<file path="src/rtl/mem_arbiter_if.sv">
// Bundles the requester channels and the memory bus of mem_arbiter.
// The arbiter connects through 'slave'; requesters and memory sit on 'master'.
interface mem_arbiter_if #(
  parameter int ADDR_W = 32,
  parameter int DATA_W = 32
);
  localparam int BE_W = DATA_W / 8;

  logic              if_req;
  logic [ADDR_W-1:0] if_addr;
  logic [DATA_W-1:0] if_rdata;
  logic              if_ack;

  logic              d_req;
  logic              d_we;
  logic [BE_W-1:0]   d_be;
  logic [ADDR_W-1:0] d_addr;
  logic [DATA_W-1:0] d_wdata;
  logic              d_lock;
  logic [DATA_W-1:0] d_rdata;
  logic              d_ack;

  logic              mem_req;
  logic              mem_we;
  logic [BE_W-1:0]   mem_be;
  logic [ADDR_W-1:0] mem_addr;
  logic [DATA_W-1:0] mem_wdata;
  logic [DATA_W-1:0] mem_rdata;
  logic              mem_ack;

  modport slave (
    input  if_req, if_addr,
    output if_rdata, if_ack,
    input  d_req, d_we, d_be, d_addr, d_wdata, d_lock,
    output d_rdata, d_ack,
    output mem_req, mem_we, mem_be, mem_addr, mem_wdata,
    input  mem_rdata, mem_ack
  );

  modport master (
    output if_req, if_addr,
    input  if_rdata, if_ack,
    output d_req, d_we, d_be, d_addr, d_wdata, d_lock,
    input  d_rdata, d_ack,
    input  mem_req, mem_we, mem_be, mem_addr, mem_wdata,
    output mem_rdata, mem_ack
  );
endinterface

</file>
<file path="src/rtl/mem_arbiter.sv">
// Two-requester arbiter (data priority, ifetch starvation guard) for one memory port.
// Define MEM_ARB_LOCK_EN to let d_lock keep the port across an AMO read-modify-write.
module mem_arbiter #(
  parameter int          ADDR_W     = 32,
  parameter int          DATA_W     = 32,
  parameter int unsigned STARVE_MAX = 4
) (
  input  logic          clk,
  input  logic          nrst,
  mem_arbiter_if.slave  bus
);
  localparam int         BE_W       = DATA_W / 8;
  localparam logic [3:0] STARVE_LIM = 4'(STARVE_MAX);

  typedef enum logic [1:0] {
    IDLE  = 2'd0,
    GNT_I = 2'd1,
    GNT_D = 2'd2
  } state_e;

  state_e     state_q, state_d;
  logic [3:0] starve_q, starve_d;
  logic       lock_hold;

  // Arbitration uses the post-update count so a grant decision sees the
  // transfer completing on the same edge.
  function automatic state_e arbitrate(input logic d_req, input logic if_req,
                                       input logic [3:0] starve);
    if (d_req && (starve < STARVE_LIM)) return GNT_D;
    else if (if_req)                    return GNT_I;
    else                                return IDLE;
  endfunction

  always_comb begin
`ifdef MEM_ARB_LOCK_EN
    lock_hold = (state_q == GNT_D) && bus.mem_ack && bus.d_lock;
`else
    lock_hold = 1'b0;
`endif
  end

  // NOTE: every signal assigned in an always_comb gets a default first, so no path leaves it unassigned and no latch is inferred.
  always_comb begin
    starve_d = starve_q;
    if (!bus.if_req)
      starve_d = '0;
    else if ((state_q == GNT_I) && bus.mem_ack)
      starve_d = '0;
    else if ((state_q == GNT_D) && bus.mem_ack && (starve_q < STARVE_LIM))
      starve_d = starve_q + 4'd1;
  end

  always_comb begin
    state_d = state_q;
    unique case (state_q)
      IDLE:
        state_d = arbitrate(bus.d_req, bus.if_req, starve_d);
      GNT_I, GNT_D: begin
        if (lock_hold)
          state_d = GNT_D;
        else if (bus.mem_ack)
          state_d = arbitrate(bus.d_req, bus.if_req, starve_d);
      end
      default:
        state_d = IDLE;
    endcase
  end

  // NOTE: sequential state uses non-blocking assignments so all flops update together from pre-edge values.
  always_ff @(posedge clk) begin
    if (!nrst) begin
      state_q  <= IDLE;
      starve_q <= '0;
    end else begin
      state_q  <= state_d;
      starve_q <= starve_d;
    end
  end

  // Request bus follows the grant; an ifetch is always a full-word read.
  always_comb begin
    bus.mem_req   = (state_q == GNT_I) || (state_q == GNT_D);
    bus.mem_we    = 1'b0;
    bus.mem_be    = {BE_W{1'b1}};
    bus.mem_addr  = bus.if_addr;
    bus.mem_wdata = '0;
    if (state_q == GNT_D) begin
      bus.mem_we    = bus.d_we;
      bus.mem_be    = bus.d_be;
      bus.mem_addr  = bus.d_addr;
      bus.mem_wdata = bus.d_wdata;
    end
  end

  always_comb begin
    bus.if_ack   = bus.mem_ack && (state_q == GNT_I);
    bus.d_ack    = bus.mem_ack && (state_q == GNT_D);
    bus.if_rdata = bus.mem_rdata;
    bus.d_rdata  = bus.mem_rdata;
  end
endmodule

</file>
<file path="src/flat_wrapper.sv">
// flat-port wrapper written by rule: the top's interface ports become plain ports
module mem_arbiter_flat 
#(
  parameter int          ADDR_W     = 32,
  parameter int          DATA_W     = 32,
  parameter int unsigned STARVE_MAX = 4
)
  (clk, nrst, bus_if_req, bus_if_addr, bus_if_rdata, bus_if_ack, bus_d_req, bus_d_we, bus_d_be, bus_d_addr, bus_d_wdata, bus_d_lock, bus_d_rdata, bus_d_ack, bus_mem_req, bus_mem_we, bus_mem_be, bus_mem_addr, bus_mem_wdata, bus_mem_rdata, bus_mem_ack);
  mem_arbiter_if #(.ADDR_W(ADDR_W), .DATA_W(DATA_W)) bus_i ();
  input  logic clk;
  input  logic nrst;
  input wire logic [$bits(bus_i.if_req)-1:0] bus_if_req;
  input wire logic [$bits(bus_i.if_addr)-1:0] bus_if_addr;
  output wire logic [$bits(bus_i.if_rdata)-1:0] bus_if_rdata;
  output wire logic [$bits(bus_i.if_ack)-1:0] bus_if_ack;
  input wire logic [$bits(bus_i.d_req)-1:0] bus_d_req;
  input wire logic [$bits(bus_i.d_we)-1:0] bus_d_we;
  input wire logic [$bits(bus_i.d_be)-1:0] bus_d_be;
  input wire logic [$bits(bus_i.d_addr)-1:0] bus_d_addr;
  input wire logic [$bits(bus_i.d_wdata)-1:0] bus_d_wdata;
  input wire logic [$bits(bus_i.d_lock)-1:0] bus_d_lock;
  output wire logic [$bits(bus_i.d_rdata)-1:0] bus_d_rdata;
  output wire logic [$bits(bus_i.d_ack)-1:0] bus_d_ack;
  output wire logic [$bits(bus_i.mem_req)-1:0] bus_mem_req;
  output wire logic [$bits(bus_i.mem_we)-1:0] bus_mem_we;
  output wire logic [$bits(bus_i.mem_be)-1:0] bus_mem_be;
  output wire logic [$bits(bus_i.mem_addr)-1:0] bus_mem_addr;
  output wire logic [$bits(bus_i.mem_wdata)-1:0] bus_mem_wdata;
  input wire logic [$bits(bus_i.mem_rdata)-1:0] bus_mem_rdata;
  input wire logic [$bits(bus_i.mem_ack)-1:0] bus_mem_ack;
  assign bus_i.if_req = bus_if_req;
  assign bus_i.if_addr = bus_if_addr;
  assign bus_if_rdata = bus_i.if_rdata;
  assign bus_if_ack = bus_i.if_ack;
  assign bus_i.d_req = bus_d_req;
  assign bus_i.d_we = bus_d_we;
  assign bus_i.d_be = bus_d_be;
  assign bus_i.d_addr = bus_d_addr;
  assign bus_i.d_wdata = bus_d_wdata;
  assign bus_i.d_lock = bus_d_lock;
  assign bus_d_rdata = bus_i.d_rdata;
  assign bus_d_ack = bus_i.d_ack;
  assign bus_mem_req = bus_i.mem_req;
  assign bus_mem_we = bus_i.mem_we;
  assign bus_mem_be = bus_i.mem_be;
  assign bus_mem_addr = bus_i.mem_addr;
  assign bus_mem_wdata = bus_i.mem_wdata;
  assign bus_i.mem_rdata = bus_mem_rdata;
  assign bus_i.mem_ack = bus_mem_ack;
  mem_arbiter #(.ADDR_W(ADDR_W), .DATA_W(DATA_W), .STARVE_MAX(STARVE_MAX)) u_core (.clk(clk), .nrst(nrst), .bus(bus_i));
endmodule
</file>
<file path="config.mk">
export PLATFORM = sky130hd
export DESIGN_NAME = mem_arbiter_flat
export DESIGN_NICKNAME = d
export VERILOG_FILES = /design/src/rtl/mem_arbiter_if.sv /design/src/rtl/mem_arbiter.sv /design/src/flat_wrapper.sv
export SDC_FILE = /design/constraint.sdc
export NUM_CORES = 1
export LEC_CHECK = 0
export CORE_AREA = 2 2 105 107
export CTS_BUF_LIST = sky130_fd_sc_hd__clkbuf_16
export CTS_CLUSTER_DIAMETER = 100
export DETAILED_ROUTE_END_ITERATION = 8
export DIE_AREA = 0 0 107 109
export PLACE_DENSITY = 0.62
export RECOVER_POWER = 50
export SLEW_MARGIN = 10
export SYNTH_ARGS = -nofsm -noshare
export SYNTH_HDL_FRONTEND = slang
export SYNTH_SLANG_ARGS = --single-unit
</file>
<file path="constraint.sdc">
create_clock -name clk -period 1.3 [get_ports clk]
set_input_delay 0.195 -clock clk [delete_from_list [all_inputs] [get_ports clk]]
set_output_delay 0.195 -clock clk [all_outputs]
set_load 0.02 [all_outputs]
</file>
==> results of run 1 <==
==> worst max-delay path by stage <==
stage	cells past startpoint	to	startpoint	slack, ns
after global placement	5	bus_mem_addr[14]	u_core.state_q[0]$_SDFFE_PN0P_	-0.48
after global routing	5	bus_mem_addr[14]	u_core.state_q[0]$_SDFFE_PN0P_	-0.39
after detailed placement	5	bus_mem_addr[2]	u_core.state_q[0]$_SDFFE_PN0P_	-0.49
after CTS	5	bus_mem_addr[14]	u_core.state_q[0]$_SDFFE_PN0P_	-0.47
after floorplan	5	bus_mem_addr[28]	u_core.state_q[0]$_SDFFE_PN0P_	-0.02
final	4	bus_mem_addr[14]	u_core.state_q[1]$_SDFFE_PN0P_	-0.35
==> sequential cells by signal (all words and copies together) (netlist names) <==
register,flops
u_core.starve_q,4
u_core.state_q,2
==> power by group through the flow <==
stage,Clock [uW],Sequential (uW),Combinational [uW]
2_1_floorplan,0,202,958
3_3_place_gp,0,200,1420
3_5_place_dp,0,200,1430
4_1_cts,505,197,1390
5_1_grt,514,199,1540
6_report,504,198,1450
==> final cells by class <==
cell class | count | area (um^2) | share of cell area
timing repair buffer | 191 | 1810 | 0.569
multi-input combinational | 94 | 981 | 0.308
tap | 140 | 175 | 0.0549
sequential | 6 | 123 | 0.0384
clock buffer | 3 | 75.1 | 0.0235
inverter | 5 | 21.3 | 0.00667
==> metal layers <==
layer	wire length (um)	track usage
met3	827	0.0490
met1	2540	0.119
met5	0	0
met2	2990	0.161
met4	128	0.0269
==> metrics by stage <==
step,total power [uW],util,setup TNS [ns],setup slack (ns)
2_1_floorplan,1160,-,-0.620,-0.0230
3_3_place_gp,1620,0.294,-30.30,-0.482
3_5_place_dp,1630,0.294,-31.06,-0.494
4_1_cts,2090,0.289,-19.71,-0.466
5_1_grt,2250,0.301,-21.28,-0.389
6_report,2160,0.301,-17.29,-0.346
==> placed cells by master (no fill, tap or decap), drive strengths merged <==
master | synthesis | routed
a22oi | 1 | 1
buf | 68 | 84
or2 | 1 | 1
nand3 | 2 | 2
and4bb | 1 | 1
nor3b | 1 | 1
clkdlybuf4s50 | 0 | 105
a32o | 1 | 1
nand2 | 1 | 1
nor3 | 1 | 1
a21oi | 1 | 1
clkbuf | 4 | 5
ha | 4 | 4
dfxtp | 6 | 6
nor2 | 5 | 5
and2 | 35 | 35
inv | 5 | 5
mux2 | 32 | 32
mux2i | 1 | 1
xnor2 | 1 | 1
nand2b | 4 | 4
o41ai | 1 | 1
a21bo | 1 | 1
==> worst reg2reg max path, stage by stage, from the launching register on <==
cell      delay [ns]
dfxtp_2         0.35
ha_4            0.20
buf_6           0.14
buf_6           0.10
and4bb_4        0.26
mux2i_1         0.18
nor2_1          0.06
==> logic make-up after synthesis <==
kind of cell    share of synthesized area
simple gates                        0.215
mux                                 0.251
xor+xnor                          0.00595
compound gates                     0.0365
fa+ha+maj                          0.0340
buf+inv                             0.376
flops                              0.0816
==> what timing repair did <==
action / CTS / global route
setup buffers: 3 / 2
setup endpoints to repair: 73 / 75
cloned: 2 / 0
resized for setup: 326 / 61
pin swaps: 1 / 3
==> flow_metrics.py, run 1 <==
metrics = {
    "route": {
        "antenna_left": 0,
        "wl_per_cell_um": 14.8,
        "vias": 1625,
        "dr.pass1.iters": 4,
        "drt_iter0_markers": 27,
        "viasPerCell": 3.70,
        "drc": 0,
        "wl_um": 6490,
    },
    "clocking": {
        "numCtsBuffers": 3,
        "clkSinkCount": 6,
        "cts_tree": "yes",
        "cts_hold_buf": 0,
        "clk_pin_slew_ns": 0.04,
        "clock_path_buffers": 2,
        "clkLatencyLatePin_ns": 0.23,
        "cts-root-buf": "clkbuf_16",
        "htreeDepth": 1,
    },
    "power_and_ir_drop": {
        "switching_share": 0.328,
        "vdd_drop_max_v": 0.000573,
        "p_comb_frac": 0.675,
        "pwr-share-seq": 0.092,
        "internal_power_uw": 1450,
        "clkPwrFrac": 0.234,
        "leakagePower_uw": 0.00143,
        "switchingPower_uw": 707,
        "p_per_area_nw_per_um2": 676,
    },
    "grt": {
        "grt_start_max_net_pins": 18,
        "grtUsageTotal": 0.100,
        "grt_first_pass_wirelength_um": 9110,
        "grt_pass1_vias": 1680,
        "overflow": 0,
        "antenna_found_initial": 0,
    },
    "placed_design": {
        "dp_hpwl_um": 5360,
        "gp_congestion": 0.797,
        "placed_area_um2": 3110,
        "port_buffers": 177,
        "dp.cells": 431,
    },
    "layout": {
        "drive_above_1_share": 0.478,
        "fin_cells": 439,
        "nets": 444,
        "final_area_um2": 3190,
        "num_antenna_cells": 0,
        "synthToLayoutAreaGrowth_pct": 117,
        "fillers": 1099,
    },
    "synthesis": {
        "synth_cell_types": 24,
        "yosysSeqAreaShare": 0.0816,
        "syn-mean-instance-area_um2": 8.32,
        "synth_seq_cells": 6,
        "yosysTopAreaCell": "buf_4",
        "yosysWarningCount": 0,
        "synth_flop_cell": "dfxtp_1",
        "synth.most_common_cell": "buf_4",
        "synthesis.nets": 320,
        "syn_area_um2": 1470,
        "ys_top_cells_by_count": "66 x buf_4, 35 x and2_1, 32 x mux2_2",
        "synth_enable_flop_cells": 0,
        "synthTopCellsByArea": "buf_4 34%, mux2_2 24%, and2_1 15%",
        "synthArstFlopShare": 0,
        "synth_top_area_frac": 0.336,
        "syn_inst": 177,
    },
    "die": {
        "coreArea_um2": 10600,
        "die_h_um": 109,
        "fp-row-count": 38,
        "io_pins": 275,
        "dieArea_um2": 11700,
        "fp.dieW_um": 107,
        "start_util": 0.139,
    },
    "worst_setup_path": {
        "reg2reg_depth": 6,
        "critical_path_required_ns": 1.11,
        "critical-path-top-delay-family": "flip-flops",
        "start_kind": "flip-flop",
        "crit_chain": "ha_4, buf_12, mux2_4, clkbuf_2",
        "path_class": "reg -> out",
        "regToRegEndpoint": "u_core.starve_q[1]$_SDFFE_PP0N_",
        "end_kind": "primary output",
        "critPathBufInv": 2,
        "rrSetupSlack_ns": -0.11,
        "crit-reg2reg-launch": "u_core.state_q[1]$_SDFFE_PN0P_",
        "crit_arrival_ns": 1.45,
        "slowest_stage": "dfxtp_2",
        "max_stage_delay_ns": 0.35,
        "path_max_fanout": 16,
    },
    "sta": {
        "min_period_ns": 1.65,
        "skew_ns": 0.00371,
        "relSlewSlack": 0.840,
        "max_freq_mhz": 608,
        "rsz0062_at_grt": "yes",
        "hold_violations": 0,
        "worstMarginPinSlew_ns": 0.238,
        "period_share": 1.27,
        "maxSlewViolCount": 0,
        "setup_ws_ns": -0.346,
        "setup_viol_count_final": 73,
        "hold_slack_ns": 0.390,
    },
    "status": {
        "violations": "negative setup slack",
        "status": "complete, but fails checks",
    },
    "min_path": {
        "hold_start": "bus_mem_rdata[8]",
        "worstHoldPathCells": 0,
        "hold_end": "bus_d_rdata[8]",
        "hold_path_class": "in -> out",
    },
    "run": {
        "drv_cap": 0,
    },
}
(Power assumes the default switching activity.)
==> run 2: changes to the inputs <==
Settings changed: CORE_AREA 2 2 105 107 to 2 2 107 109, DIE_AREA 0 0 107 109 to 0 0 109 111, PLACE_DENSITY 0.62 to 0.58.
Clock period 1.3 ns to 1.9 ns, I/O delays scaled along.
==> run 2 against run 1 <==
The flow now finishes without violations. Clock-buffer cell count is the same. Register-to-register slack better by 0.45 ns. Critical path type unchanged. Hold slack better by 0.066 ns. Largest power group unchanged. First-iteration DRC count up 30%. Die area increased by 3.7%. Combinational power is 42% lower.
==> flow_metrics.py, run 2 (synthesis gave the netlist of run 1 again) <==
metrics = {
    "layout": {
        "fin_util": 0.267,
        "register_area_um2": 120,
        "largest_reg_flops": 4,
        "synthToLayoutAreaGrowth_pct": 101,
        "largest-register": "u_core.starve_q",
        "nets": 442,
        "drive_above_1_share": 0.300,
        "layout_commonest_cell": "clkdlybuf4s50_1",
        "fillers": 1218,
        "multi_input_area_um2": 812,
        "num_antenna_cells": 0,
        "reg_top3": "u_core.starve_q: 4 flops, u_core.state_q: 2 flops",
        "final_cell_mix": "106 x clkdlybuf4s50_1, 35 x and2_1, 32 x mux2_2",
    },
    "worst_setup_path": {
        "reg2reg_depth": 8,
        "end_kind": "primary output",
        "rrSetupSlack_ns": 0.34,
        "path_max_fanout": 18,
        "start_kind": "flip-flop",
        "cp.depth": 5,
        "critical-path-top-delay-family": "buffers and inverters",
        "regToRegEndpoint": "u_core.state_q[1]$_SDFFE_PN0P_",
        "crit-reg2reg-launch": "u_core.state_q[0]$_SDFFE_PN0P_",
        "endpoint": "bus_mem_addr[12]",
        "critical_path_required_ns": 1.62,
        "critPathBufInv": 3,
        "startpoint": "u_core.state_q[0]$_SDFFE_PN0P_",
        "crit_arrival_ns": 1.56,
        "crit_chain": "inv_2, ha_4, buf_12, mux2_2, clkdlybuf4s15_2",
        "slowest_stage": "mux2_2",
        "path_class": "reg -> out",
        "max_stage_delay_ns": 0.35,
    },
    "sta": {
        "hold_violations": 0,
        "min_period_ns": 1.85,
        "relSlewSlack": 0.818,
        "setup_viol_count_final": 0,
        "hold_slack_ns": 0.456,
        "worstMarginPinSlew_ns": 0.272,
        "skew_ns": 0.00244,
        "max_freq_mhz": 542,
        "maxSlewViolCount": 0,
        "period_share": 0.971,
    },
    "die": {
        "fp-row-count": 39,
        "fp.dieW_um": 109,
        "dieArea_um2": 12100,
        "start_util": 0.133,
        "coreArea_um2": 11100,
        "die_h_um": 111,
        "io_pins": 275,
    },
    "power_and_ir_drop": {
        "clkPwrFrac": 0.259,
        "internal_power_uw": 877,
        "pwr-share-seq": 0.102,
        "vdd_drop_max_v": 0.000523,
        "switching_share": 0.331,
        "p_total_uw": 1310,
        "leakagePower_uw": 0.00128,
        "p_per_area_nw_per_um2": 443,
        "p_comb_frac": 0.639,
        "switchingPower_uw": 434,
    },
    "clocking": {
        "cts_tree": "yes",
        "cts-root-buf": "clkbuf_16",
        "numCtsBuffers": 3,
        "clkSinkCount": 6,
        "clk_pin_slew_ns": 0.03,
        "cts_hold_buf": 0,
        "clock_path_buffers": 2,
        "htreeDepth": 1,
        "clkLatencyLatePin_ns": 0.23,
    },
    "placed_design": {
        "gp_congestion": 0.676,
        "port_buffers": 177,
        "dp_hpwl_um": 4430,
    },
    "route": {
        "wl_um": 5580,
        "m1WireLength_um": 1940,
        "route.met2.wl_um": 2680,
        "dr.pass1.iters": 4,
        "vias": 1552,
        "drc": 0,
        "wl_met3_um": 780,
        "wl_per_cell_um": 12.7,
        "highest_layer": "met4",
        "drt_iter0_markers": 35,
        "antenna_left": 0,
        "viasPerCell": 3.53,
    },
    "grt": {
        "overflow": 0,
        "grt_start_max_net_pins": 36,
        "antenna_found_initial": 0,
        "grt_pass1_vias": 1441,
        "grt_first_pass_wirelength_um": 7600,
        "grtUsageTotal": 0.0794,
    },
    "min_path": {
        "hold_path_class": "reg -> reg",
        "hold_start": "u_core.starve_q[3]$_SDFF_PN0_",
    },
    "status": {
        "status": "finished clean",
    },
    "run": {
        "drv_cap": 0,
    },
}
run 2: final cells by class:
class / count / area share
multi-input combinational: 94 / 0.274
sequential: 6 / 0.0406
tap: 143 / 0.0605
timing repair buffer: 189 / 0.593
clock buffer: 3 / 0.0254
inverter: 5 / 0.00634
run 2: tightest hold or removal path, cell delays in order (launching register included):
cell	delay (ns)
dfxtp_1	0.32
inv_1	0.06
nor2_1	0.04
run 2: worst min path at each step:
| stage | endpoint | slack (ns) | cells past startpoint |
|---|---|---|---|
| floorplan | u_core.starve_q[3]$_SDFF_PN0_ | 0.43 | 2 |
| global placement | u_core.starve_q[3]$_SDFF_PN0_ | 0.44 | 2 |
| detailed placement | u_core.starve_q[3]$_SDFF_PN0_ | 0.46 | 2 |
| CTS | u_core.starve_q[3]$_SDFF_PN0_ | 0.46 | 2 |
| global route | u_core.starve_q[3]$_SDFF_PN0_ | 0.48 | 2 |
| finish | u_core.starve_q[3]$_SDFF_PN0_ | 0.46 | 2 |
run 2: power groups by stage:
stage | logic [uW] | clock network [uW] | registers, uW
after floorplan | 582 | 0 | 136
after global placement | 890 | 0 | 135
after detailed placement | 898 | 0 | 135
after CTS | 838 | 347 | 134
after global routing | 896 | 352 | 135
final | 837 | 339 | 134
run 2: per-layer routing:
metal	global-route usage	vias up
li1	-	748
met5	0	-
met1	0.0827	692
met2	0.140	94
met3	0.0323	18
met4	0.0308	0
run 2: stage by stage:
step	worst slack, ns	std cells	setup TNS (ns)	instance area [um^2]
final	0.0542	440	0	2960
after global routing	-0.00619	440	-0.0125	2960
after CTS	-0.0232	437	-0.0232	2970
after detailed placement	-0.117	432	-2.75	2970
after global placement	-0.0862	432	-1.96	2970
after floorplan	0.411	177	0	1470
run 2: timing repair:
| action | CTS | global route |
|---|---|---|
| endpoints found under the setup margin | 71 | 32 |
| gates cloned | 1 | 1 |
| pin swaps | 0 | 0 |
| buffers inserted | 1 | 2 |
| hold endpoints to repair | 0 | 0 |
| resized for setup | 145 | 23 |
